$ cat src/rtl/wts_mixer_pkg.sv
// Shared types and helpers for the time-multiplexed channel mixer.
package wts_mixer_pkg;

  typedef enum logic [1:0] {
    IDLE  = 2'd0,
    SCAN  = 2'd1,
    DRAIN = 2'd2,
    DONE  = 2'd3
  } mixer_state_t;

  // Accumulator width that cannot overflow when every channel contributes its
  // largest product.
  function automatic int acc_w(int num_ch, int sample_w, int vol_w);
    return sample_w + vol_w + 1 + $clog2(num_ch);
  endfunction

  // Clip (or wrap) a scaled sum to out_w signed bits, then flip the MSB to get
  // offset binary. The caller keeps the low out_w bits of the result.
  function automatic logic [31:0] to_offset_binary(logic signed [63:0] s,
                                                   int out_w, bit saturate);
    logic signed [63:0] hi;
    logic signed [63:0] lo;
    logic signed [63:0] c;
    hi = (64'sd1 <<< (out_w - 1)) - 64'sd1;
    lo = -(64'sd1 <<< (out_w - 1));
    c  = s;
    if (saturate) begin
      if (s > hi)      c = hi;
      else if (s < lo) c = lo;
    end
    return c[31:0] ^ (32'd1 << (out_w - 1));
  endfunction

endpackage

$ cat src/rtl/wts_channel_mixer_tdm_mac.sv
// One mix accumulator: clear, conditional multiply-add, and final scale/clip
// into a registered offset-binary output.
module wts_mixer_mac
  import wts_mixer_pkg::*;
#(
  parameter int SAMPLE_W = 8,
  parameter int VOL_W    = 4,
  parameter int ACC_W    = 17,
  parameter int OUT_W    = 12,
  parameter int SATURATE = 1
) (
  input  logic                clk,
  input  logic                nreset,
  input  logic                clr_i,
  input  logic                cap_i,
  input  logic                en_i,
  input  logic [SAMPLE_W-1:0] sample_i,
  input  logic [VOL_W-1:0]    volume_i,
  input  logic                load_i,
  input  logic [3:0]          shift_i,
  input  logic                mute_i,
  output logic [OUT_W-1:0]    out_o
);

  localparam int PROD_W = SAMPLE_W + VOL_W + 1;
  localparam logic [OUT_W-1:0] MID = {1'b1, {(OUT_W-1){1'b0}}};

  logic signed [PROD_W-1:0] prod;
  logic signed [ACC_W-1:0]  acc_q, acc_d, scaled;
  logic [OUT_W-1:0]         out_q, out_d;

  // Multiply-add and output formatting for the next clock edge.
  always_comb begin
    // NOTE: every combinational output gets a default first so no path leaves it unassigned (no latch).
    acc_d  = acc_q;
    out_d  = out_q;
    prod   = PROD_W'($signed(sample_i)) * PROD_W'($signed({1'b0, volume_i}));
    scaled = acc_q >>> shift_i;
    if (clr_i)              acc_d = '0;
    else if (cap_i && en_i) acc_d = acc_q + ACC_W'(prod);
    if (load_i) begin
      out_d = mute_i ? MID
                     : OUT_W'(to_offset_binary(64'(scaled), OUT_W, SATURATE != 0));
    end
  end

  // Accumulator and output registers; reset parks the output at midpoint.
  always_ff @(posedge clk) begin
    // NOTE: state registers use non-blocking assignments so all flops update together at the edge.
    if (!nreset) begin
      acc_q <= '0;
      out_q <= MID;
    end else begin
      acc_q <= acc_d;
      out_q <= out_d;
    end
  end

  assign out_o = out_q;

endmodule

$ cat src/rtl/wts_channel_mixer_tdm.sv
// Time-multiplexed stereo mixer: scans channels over a shared select bus,
// accumulates volume-scaled samples per side and emits offset-binary results.
module wts_channel_mixer_tdm
  import wts_mixer_pkg::*;
#(
  parameter int NUM_CH      = 12,
  parameter int SAMPLE_W    = 8,
  parameter int VOL_W       = 4,
  parameter int OUT_W       = 12,
  parameter int SRC_LATENCY = 2,
  parameter int SATURATE    = 1
) (
  input  logic                      clk,
  input  logic                      nreset,
  input  logic                      sample_tick,
  input  logic [3:0]                master_shift,
  input  logic                      mute,
  input  logic                      overrun_clr,
  output logic [$clog2(NUM_CH)-1:0] ch_sel,
  input  logic [SAMPLE_W-1:0]       ch_sample,
  input  logic [VOL_W-1:0]          ch_volume,
  input  logic [1:0]                ch_enable,
  output logic                      busy,
  output logic                      out_valid,
  output logic [OUT_W-1:0]          left_out,
  output logic [OUT_W-1:0]          right_out,
  output logic                      overrun
);

  localparam int SEL_W = $clog2(NUM_CH);
  localparam int ACC_W = acc_w(NUM_CH, SAMPLE_W, VOL_W);
  localparam logic [SEL_W-1:0] LAST_CH = SEL_W'(NUM_CH - 1);

  mixer_state_t     state_q, state_d;
  logic [SEL_W-1:0] ch_sel_q, ch_sel_d;
  logic [2:0]       drain_q, drain_d;
  logic [3:0]       shift_q, shift_d;
  logic             mute_q, mute_d;
  logic             overrun_q, overrun_d;
  logic             valid_q;
  logic             start, load, in_scan, cap_valid;

  // Next-state, channel counter and frame-setup decode.
  always_comb begin
    state_d  = state_q;
    ch_sel_d = ch_sel_q;
    drain_d  = drain_q;
    shift_d  = shift_q;
    mute_d   = mute_q;
    start    = 1'b0;
    load     = 1'b0;
    case (state_q)
      IDLE: if (sample_tick) begin
        start    = 1'b1;
        shift_d  = master_shift;
        mute_d   = mute;
        ch_sel_d = '0;
        state_d  = SCAN;
      end
      SCAN: if (ch_sel_q == LAST_CH) begin
        ch_sel_d = '0;
        drain_d  = '0;
        state_d  = (SRC_LATENCY == 0) ? DONE : DRAIN;
      end else begin
        ch_sel_d = ch_sel_q + 1'b1;
      end
      DRAIN: if (drain_q == 3'(SRC_LATENCY - 1)) state_d = DONE;
             else drain_d = drain_q + 3'd1;
      DONE: begin
        load    = 1'b1;
        state_d = IDLE;
      end
      default: state_d = IDLE;
    endcase
    // A tick while busy is dropped but recorded; the set beats a same-cycle clear.
    overrun_d = overrun_q;
    if (sample_tick && state_q != IDLE) overrun_d = 1'b1;
    else if (overrun_clr)               overrun_d = 1'b0;
  end

  // FSM and control registers.
  always_ff @(posedge clk) begin
    if (!nreset) begin
      state_q   <= IDLE;
      ch_sel_q  <= '0;
      drain_q   <= '0;
      shift_q   <= '0;
      mute_q    <= 1'b0;
      overrun_q <= 1'b0;
      valid_q   <= 1'b0;
    end else begin
      state_q   <= state_d;
      ch_sel_q  <= ch_sel_d;
      drain_q   <= drain_d;
      shift_q   <= shift_d;
      mute_q    <= mute_d;
      overrun_q <= overrun_d;
      valid_q   <= load;
    end
  end

  assign in_scan = (state_q == SCAN);

  // Capture-valid tag follows ch_sel through the same latency as the engines.
  generate
    if (SRC_LATENCY == 0) begin : g_no_pipe
      assign cap_valid = in_scan;
    end else begin : g_pipe
      logic [SRC_LATENCY-1:0] pipe_q;
      // Shift the scan flag along so data arrives tagged in the right cycle.
      always_ff @(posedge clk) begin
        if (!nreset) pipe_q <= '0;
        else         pipe_q <= (pipe_q << 1) | SRC_LATENCY'(in_scan);
      end
      assign cap_valid = pipe_q[SRC_LATENCY-1];
    end
  endgenerate

  wts_mixer_mac #(
    .SAMPLE_W(SAMPLE_W), .VOL_W(VOL_W), .ACC_W(ACC_W),
    .OUT_W(OUT_W), .SATURATE(SATURATE)
  ) u_mac_left (
    .clk(clk), .nreset(nreset), .clr_i(start), .cap_i(cap_valid),
    .en_i(ch_enable[0]), .sample_i(ch_sample), .volume_i(ch_volume),
    .load_i(load), .shift_i(shift_q), .mute_i(mute_q), .out_o(left_out)
  );

  wts_mixer_mac #(
    .SAMPLE_W(SAMPLE_W), .VOL_W(VOL_W), .ACC_W(ACC_W),
    .OUT_W(OUT_W), .SATURATE(SATURATE)
  ) u_mac_right (
    .clk(clk), .nreset(nreset), .clr_i(start), .cap_i(cap_valid),
    .en_i(ch_enable[1]), .sample_i(ch_sample), .volume_i(ch_volume),
    .load_i(load), .shift_i(shift_q), .mute_i(mute_q), .out_o(right_out)
  );

  assign ch_sel    = ch_sel_q;
  assign busy      = (state_q != IDLE);
  assign out_valid = valid_q;
  assign overrun   = overrun_q;

endmodule

$ cat config.mk
export PLATFORM = sky130hd
export DESIGN_NAME = wts_channel_mixer_tdm
export DESIGN_NICKNAME = d
export VERILOG_FILES = /design/src/rtl/wts_mixer_pkg.sv /design/src/rtl/wts_channel_mixer_tdm_mac.sv /design/src/rtl/wts_channel_mixer_tdm.sv
export SDC_FILE = /design/constraint.sdc
export NUM_CORES = 1
export LEC_CHECK = 0
export CAP_MARGIN = 20
export CORE_UTILIZATION = 60
export DETAILED_ROUTE_END_ITERATION = 6
export GPL_TIMING_DRIVEN = 0
export PLACE_DENSITY = 0.81
export SLEW_MARGIN = 25
export SYNTH_ARGS = -nofsm -noshare
export SYNTH_HDL_FRONTEND = slang
export SYNTH_SLANG_ARGS = --single-unit
$ cat constraint.sdc
create_clock -name clk -period 10.2 [get_ports clk]
set_input_delay 3.06 -clock clk [delete_from_list [all_inputs] [get_ports clk]]
set_output_delay 3.06 -clock clk [all_outputs]
set_load 0.01 [all_outputs]
==> out/qor.txt, run 1 <==
Status - finished with violations
Failing checks - design-rule violations
Die span in y - 111 µm
Worst setup EP type - flip-flop
P&R area growth vs syn - 13.7%
Count leader, synth - nand2_1
Syn nets - 956
Avg Inst Size Synth - 8.42 µm²
PostCTS Resize Cnt - 0
Final setup viols - 0
Least-Margin Pin Slew - 0.732 ns
Worst R2R End - u_mac_left.acc_q[16]
Largest net degree at the start of global routing - 13
Vias/cell - 6.28
Kind of critical path - primary input to flip-flop
Routed WL per cell - 17.6 µm
Share of post-route cells with drive strength above 1 - 0.0778
WP data arrival - 9.33 ns
CTS tree - yes
Root buffer cell - clkbuf_16
Core Area - 11500 µm²
Reg power frac - 0.248
Count of final hold-check violations - 0
Fin crit period - 9.09 ns
N_diodes - 0
Worst hold-check path type - flip-flop to flip-flop
Clk_skew - 0.00459 ns
Hold EP - g_pipe.pipe_q[1]
Cells after synthesis - 847
Hold_sp - g_pipe.pipe_q[0]
TritonRoute pass-1 iters - 7
VDD IR-drop max - 0.115 mV
Starting Density - 0.619
TNS Setup - 0 ns
Die W - 111 µm
Number of synthesized flops with an enable pin - 0
Critical Path Start Type - primary input
Die area - 12300 µm²
Critical path launch point - ch_volume[2]
Top cell type's share of synthesized area - 0.213
Net Sw Power - 571 µW
Relative slew slack - 0.512
DR iter-0 viols - 543
Post-synth ARST share - 0
RR Startpoint - u_mac_left.acc_q[0]
Int Power - 775 µW
Switching part of the total - 0.424
Post-DP HPWL - 14500 µm
Synth Cell Area - 7130 µm²
Hold Path Cell Cnt - 1
Final Routed Wirelength - 18500 µm
Worst Path Max Fanout - 10
Post-CTS Setup Inserts - 0
Vias in the first global route - 6395
Flop-to-flop setup slack - 7.33 ns
Top_reg_cell synth - dfxtp_1
Post-layout util - 0.704
Final worst path period share - 0.891
Synth top area cells - dfxtp_1 21%, ha_1 12%, mux4_2 5.7%
H-Tree Depth - 3
Placer Congestion - 0.923
Seq cells post-synth - 76
Nets - 1019
Final Hold Slack - 0.438 ns
Commonest cells post-synth - 99 x nand2_1, 76 x dfxtp_1, 69 x a21oi_1, 67 x ha_1, 56 x inv_1
Antenna violations before repair - 0
Final Max Tran Viols - 0
Number of port buffers - 52
PD cells - 166 nW/µm²
Fmax achieved - 0.110 GHz
Rows - 39
Hold buffers post-CTS - 0
Routed vias - 6635
Yosys warns - 0
Clock-pin slew on the worst setup and hold paths - 0.06 ns
WP data required - 10.44 ns
CTS Buf Count - 9
Max Cap Violations - 0
First-pass GRT wire length - 30900 µm
ANT nets after route - 0
Clk_lat worst skew - 0.35 ns
DRC Markers - 6
Sequential fraction of the synthesis area - 0.213
Clock power frac - 0.234
Biggest area consumer among synthesized cells - dfxtp_1
Grt total ovfl - 0
Pleak - 0.00328 µW
Distinct cells, synth - 67
R2R cell count - 9
Io pins - 54
RSZ-0062 raised after global routing - no
CTS Sinks - 76
Combinational Power Share - 0.518
Longest Clk Path Bufs - 2
All-Layer GR Usage - 0.311
[critical path, cell delays in order]
cell and delay, ns:
clkdlybuf4s50_1 0.53, and2_1 0.20, ha_1 0.27, inv_1 0.05
fa_1 0.51, fa_1 0.54, inv_1 0.04, ha_1 0.33
a21oi_1 0.22, nor2_1 0.10, o31ai_1 0.39, o21ai_0 0.22
xnor2_2 0.45, inv_1 0.40, ha_1 0.48, nand4_1 0.11
or3b_2 0.50, a21boi_0 0.30, a22o_1 0.21, mux4_2 0.30
o311ai_1 0.11
[cell families (layout without fill, tap and decap cells)]
kind of cell | count (synthesis) | count (layout) | synth area share
adder cells (fa/ha/maj) | 86 | 86 | 0.171
buffers and inverters | 98 | 164 | 0.0558
XOR/XNOR | 32 | 32 | 0.0403
multiplexers | 65 | 65 | 0.136
AO/OA/AOI/OAI | 226 | 226 | 0.205
AND/OR/NAND/NOR | 264 | 264 | 0.179
flip-flops | 76 | 76 | 0.213
[layout make-up]
type,instances,area (µm²)
Clock inverter,5,53.8
Fill cell,920,3400
Timing Repair Buffer,52,520
Tap cell,143,179
Sequential cell,76,1520
Inverter,56,210
Multi-Input combinational cell,673,5210
Clock buffer,9,225
Buffer,42,188
[how the worst max path moves through the flow]
stage	endpoint	slack, ns	cells after the start
3_3_place_gp	u_mac_left.acc_q[16]	0.98	21
4_1_cts	u_mac_left.acc_q[16]	1.16	21
5_1_grt	u_mac_left.acc_q[16]	0.78	21
6_report	u_mac_left.acc_q[16]	1.11	21
3_5_place_dp	u_mac_left.acc_q[16]	0.85	21
2_1_floorplan	u_mac_left.acc_q[16]	2.20	20
[registers in the layout, indices dropped and copies added, names as in the netlist]
name and count:
u_mac_left.acc_q 17, u_mac_right.acc_q 17, u_mac_left.out_o 12, u_mac_right.out_o 12
ch_sel 4, shift_q 4, drain_q 3, g_pipe.pipe_q 2
state_q 2, mute_q 1, out_valid 1, overrun 1
[metal layers]
layer  up-vias  track usage  wire, µm
met5         -            0         0
met4         0        0.111       452
met3        50       0.0530      1200
met2       266        0.527      9040
met1      3157        0.400      7850
li1       3162            -         -
[layout by cell type, fill, tap and decap left out, types with 15 or more instances in the layout]
| master | netlist | routed |
|---|---|---|
| a211oi_1 | 17 | 17 |
| a21oi_1 | 69 | 69 |
| a22o_1 | 15 | 15 |
| and2_1 | 32 | 32 |
| clkbuf_1 | 28 | 28 |
| clkdlybuf4s50_1 | 0 | 52 |
| dfxtp_1 | 76 | 76 |
| fa_1 | 19 | 19 |
| ha_1 | 67 | 67 |
| inv_1 | 56 | 56 |
| mux2_2 | 15 | 15 |
| mux2i_1 | 26 | 26 |
| mux4_2 | 18 | 18 |
| nand2_1 | 99 | 99 |
| nand3_1 | 22 | 22 |
| nor2_1 | 47 | 47 |
| o21ai_0 | 50 | 50 |
| xnor2_1 | 24 | 24 |
[stage by stage]
stage                     power, µW  instances  worst slack [ns]  area (µm²)
after floorplan                 848        847              2.20        7130
after global placement          990       1042             0.981        7830
after detailed placement       1020       1042             0.854        7830
after CTS                      1340       1056              1.16        8110
after global routing           1430       1056             0.781        8110
final                          1350       1056              1.11        8110
[power groups by stage]
| stage | Sequential, µW | Combinational, µW | Clock (µW) |
|---|---|---|---|
| after floorplan | 337 | 511 | 0 |
| after global placement | 338 | 652 | 0 |
| after detailed placement | 340 | 679 | 0 |
| after CTS | 334 | 685 | 317 |
| after global routing | 336 | 764 | 328 |
| final | 334 | 696 | 315 |
No activity file was read; power rests on OpenSTA's default activity.
==> inputs of run 2 (changes only) <==
- CORE_MARGIN: not set -> 3
- CORE_UTILIZATION: 60 -> 50
- PLACE_DENSITY: 0.81 -> 0.69
- clock period: 10.2 -> 10.3 ns (I/O delays scaled with it)
==> out/qor.txt, run 2 (synthesis gave the netlist of run 1 again) <==
RR Startpoint - u_mac_left.acc_q[0]
Post-DP Area - 7880 µm²
All-Layer GR Usage - 0.215
Count of final hold-check violations - 0
Least-Margin Pin Slew - 0.627 ns
Commonest non-fill, non-tap cell in the layout - nand2_1
Core Area - 13900 µm²
Largest registers - u_mac_left.acc_q x17, u_mac_right.acc_q x17
Clk_lat worst skew - 0.35 ns
Kind of critical path - primary input to flip-flop
CTS tree - yes
TNS Setup - 0 ns
First-pass GRT wire length - 28100 µm
Final Routed Wirelength - 17000 µm
Clock-pin slew on the worst setup and hold paths - 0.07 ns
Fill cells - 1269
Max Cap Violations - 0
Die W - 125 µm
Antenna violations before repair - 0
Critical path launch point - ch_volume[2]
Share of post-route cells with drive strength above 1 - 0.0798
Fmax achieved - 0.110 GHz
Slack of the critical path - 1.22 ns
Starting Density - 0.512
Die span in y - 125 µm
VDD IR-drop max - 0.0836 mV
Worst R2R End - u_mac_left.acc_q[16]
Crit path to - u_mac_left.acc_q[16]
Post-CTS Setup Inserts - 0
Hold Path Cell Cnt - 1
Routed WL per cell - 15.5 µm
Clk_skew - 0.0112 ns
Longest Clk Path Bufs - 2
Placer Congestion - 0.882
Worst hold-check path type - flip-flop to flip-flop
Worst Path Max Fanout - 10
Relative slew slack - 0.578
Rows - 43
Die area - 15700 µm²
CTS Sinks - 76
Critical Path Start Type - primary input
R2R cell count - 9
Worst slack at placement - 0.915 ns
Flop-to-flop setup slack - 7.51 ns
ANT nets after route - 0
DR iter-0 viols - 387
Post-layout util - 0.586
Register area - 1520 µm²
Vias in the first global route - 5809
P&R area growth vs syn - 14.4%
Final setup viols - 0
N_diodes - 0
Highest-count cells in the layout ignoring fill and taps - 99 x nand2_1, 76 x dfxtp_1, 69 x a21oi_1
Worst setup EP type - flip-flop
Routed vias - 6218
Fin crit period - 9.08 ns
Post-DP HPWL - 13400 µm
Nets - 1019
TritonRoute pass-1 iters - 5
Root buffer cell - clkbuf_16
Number of port buffers - 52
WP data required - 10.56 ns
Vias/cell - 5.68
PD cells - 160 nW/µm²
WP data arrival - 9.34 ns
PostCTS Resize Cnt - 0
Pleak - 0.00327 µW
Post-route cell area - 8160 µm²
Largest net degree at the start of global routing - 16
Hold buffers post-CTS - 0
Grt total ovfl - 0
CTS Buf Count - 9
RSZ-0062 raised after global routing - no
DRC Markers - 0
Final worst path period share - 0.882
Final Max Tran Viols - 0
Io pins - 54
H-Tree Depth - 3
Status - completed
Multi-input logic area - 5210 µm²
run 2: cell count changes in the layout (fill, tap and decap cells not counted), sizes merged:
cell	change
inv	+2
clkinv	-2
bufinv	-1
clkinvlp	+3
run 2: worst min path at each step:
| stage | start | end | slack [ns] |
|---|---|---|---|
| finish | g_pipe.pipe_q[0] | g_pipe.pipe_q[1] | 0.44 |
| detailed placement | g_pipe.pipe_q[0] | g_pipe.pipe_q[1] | 0.42 |
| global route | g_pipe.pipe_q[0] | g_pipe.pipe_q[1] | 0.46 |
| global placement | g_pipe.pipe_q[0] | g_pipe.pipe_q[1] | 0.43 |
| CTS | g_pipe.pipe_q[0] | g_pipe.pipe_q[1] | 0.44 |
| floorplan | g_pipe.pipe_q[0] | g_pipe.pipe_q[1] | 0.41 |
run 2: layout make-up:
class                           count  share of cell area
Buffer                             42              0.0230
Clock buffer                        9              0.0276
Inverter                           56              0.0258
Tap cell                          180              0.0276
Sequential cell                    76               0.186
Timing Repair Buffer               52              0.0638
Clock inverter                      7             0.00705
Multi-Input combinational cell    673               0.639
run 2: power by group:
| group | internal [µW] | total [µW] | switching [µW] |
|---|---|---|---|
| clock | 166 | 308 | 142 |
| sequential | 312 | 330 | 17.8 |
| combinational | 268 | 663 | 395 |
run 2: metrics by stage:
stage	power (µW)	hold slack, ns	cells
6_report	1300	0.440	1095
3_3_place_gp	990	0.427	1079
4_1_cts	1310	0.440	1095
2_1_floorplan	840	0.412	847
5_1_grt	1400	0.456	1095
3_5_place_dp	995	0.424	1079
run 2: worst max-delay path, stage by stage:
cell and delay (ns):
clkdlybuf4s50_1 0.53, and2_1 0.20, ha_1 0.27, inv_1 0.05, fa_1 0.50, fa_1 0.54
inv_1 0.04, ha_1 0.32, a21oi_1 0.22, nor2_1 0.10, o31ai_1 0.43, o21ai_0 0.24
xnor2_2 0.45, inv_1 0.35, ha_1 0.45, nand4_1 0.12, or3b_2 0.50, a21boi_0 0.37
a22o_1 0.20, mux4_2 0.29, o311ai_1 0.09
run 2: layer usage:
metal	global-route usage	vias up	share of wire
met2	0.360	126	0.47
li1	-	3159	-
met4	0.0759	0	0.021
met1	0.280	2910	0.47
met3	0.0389	23	0.038
met5	0	-	0
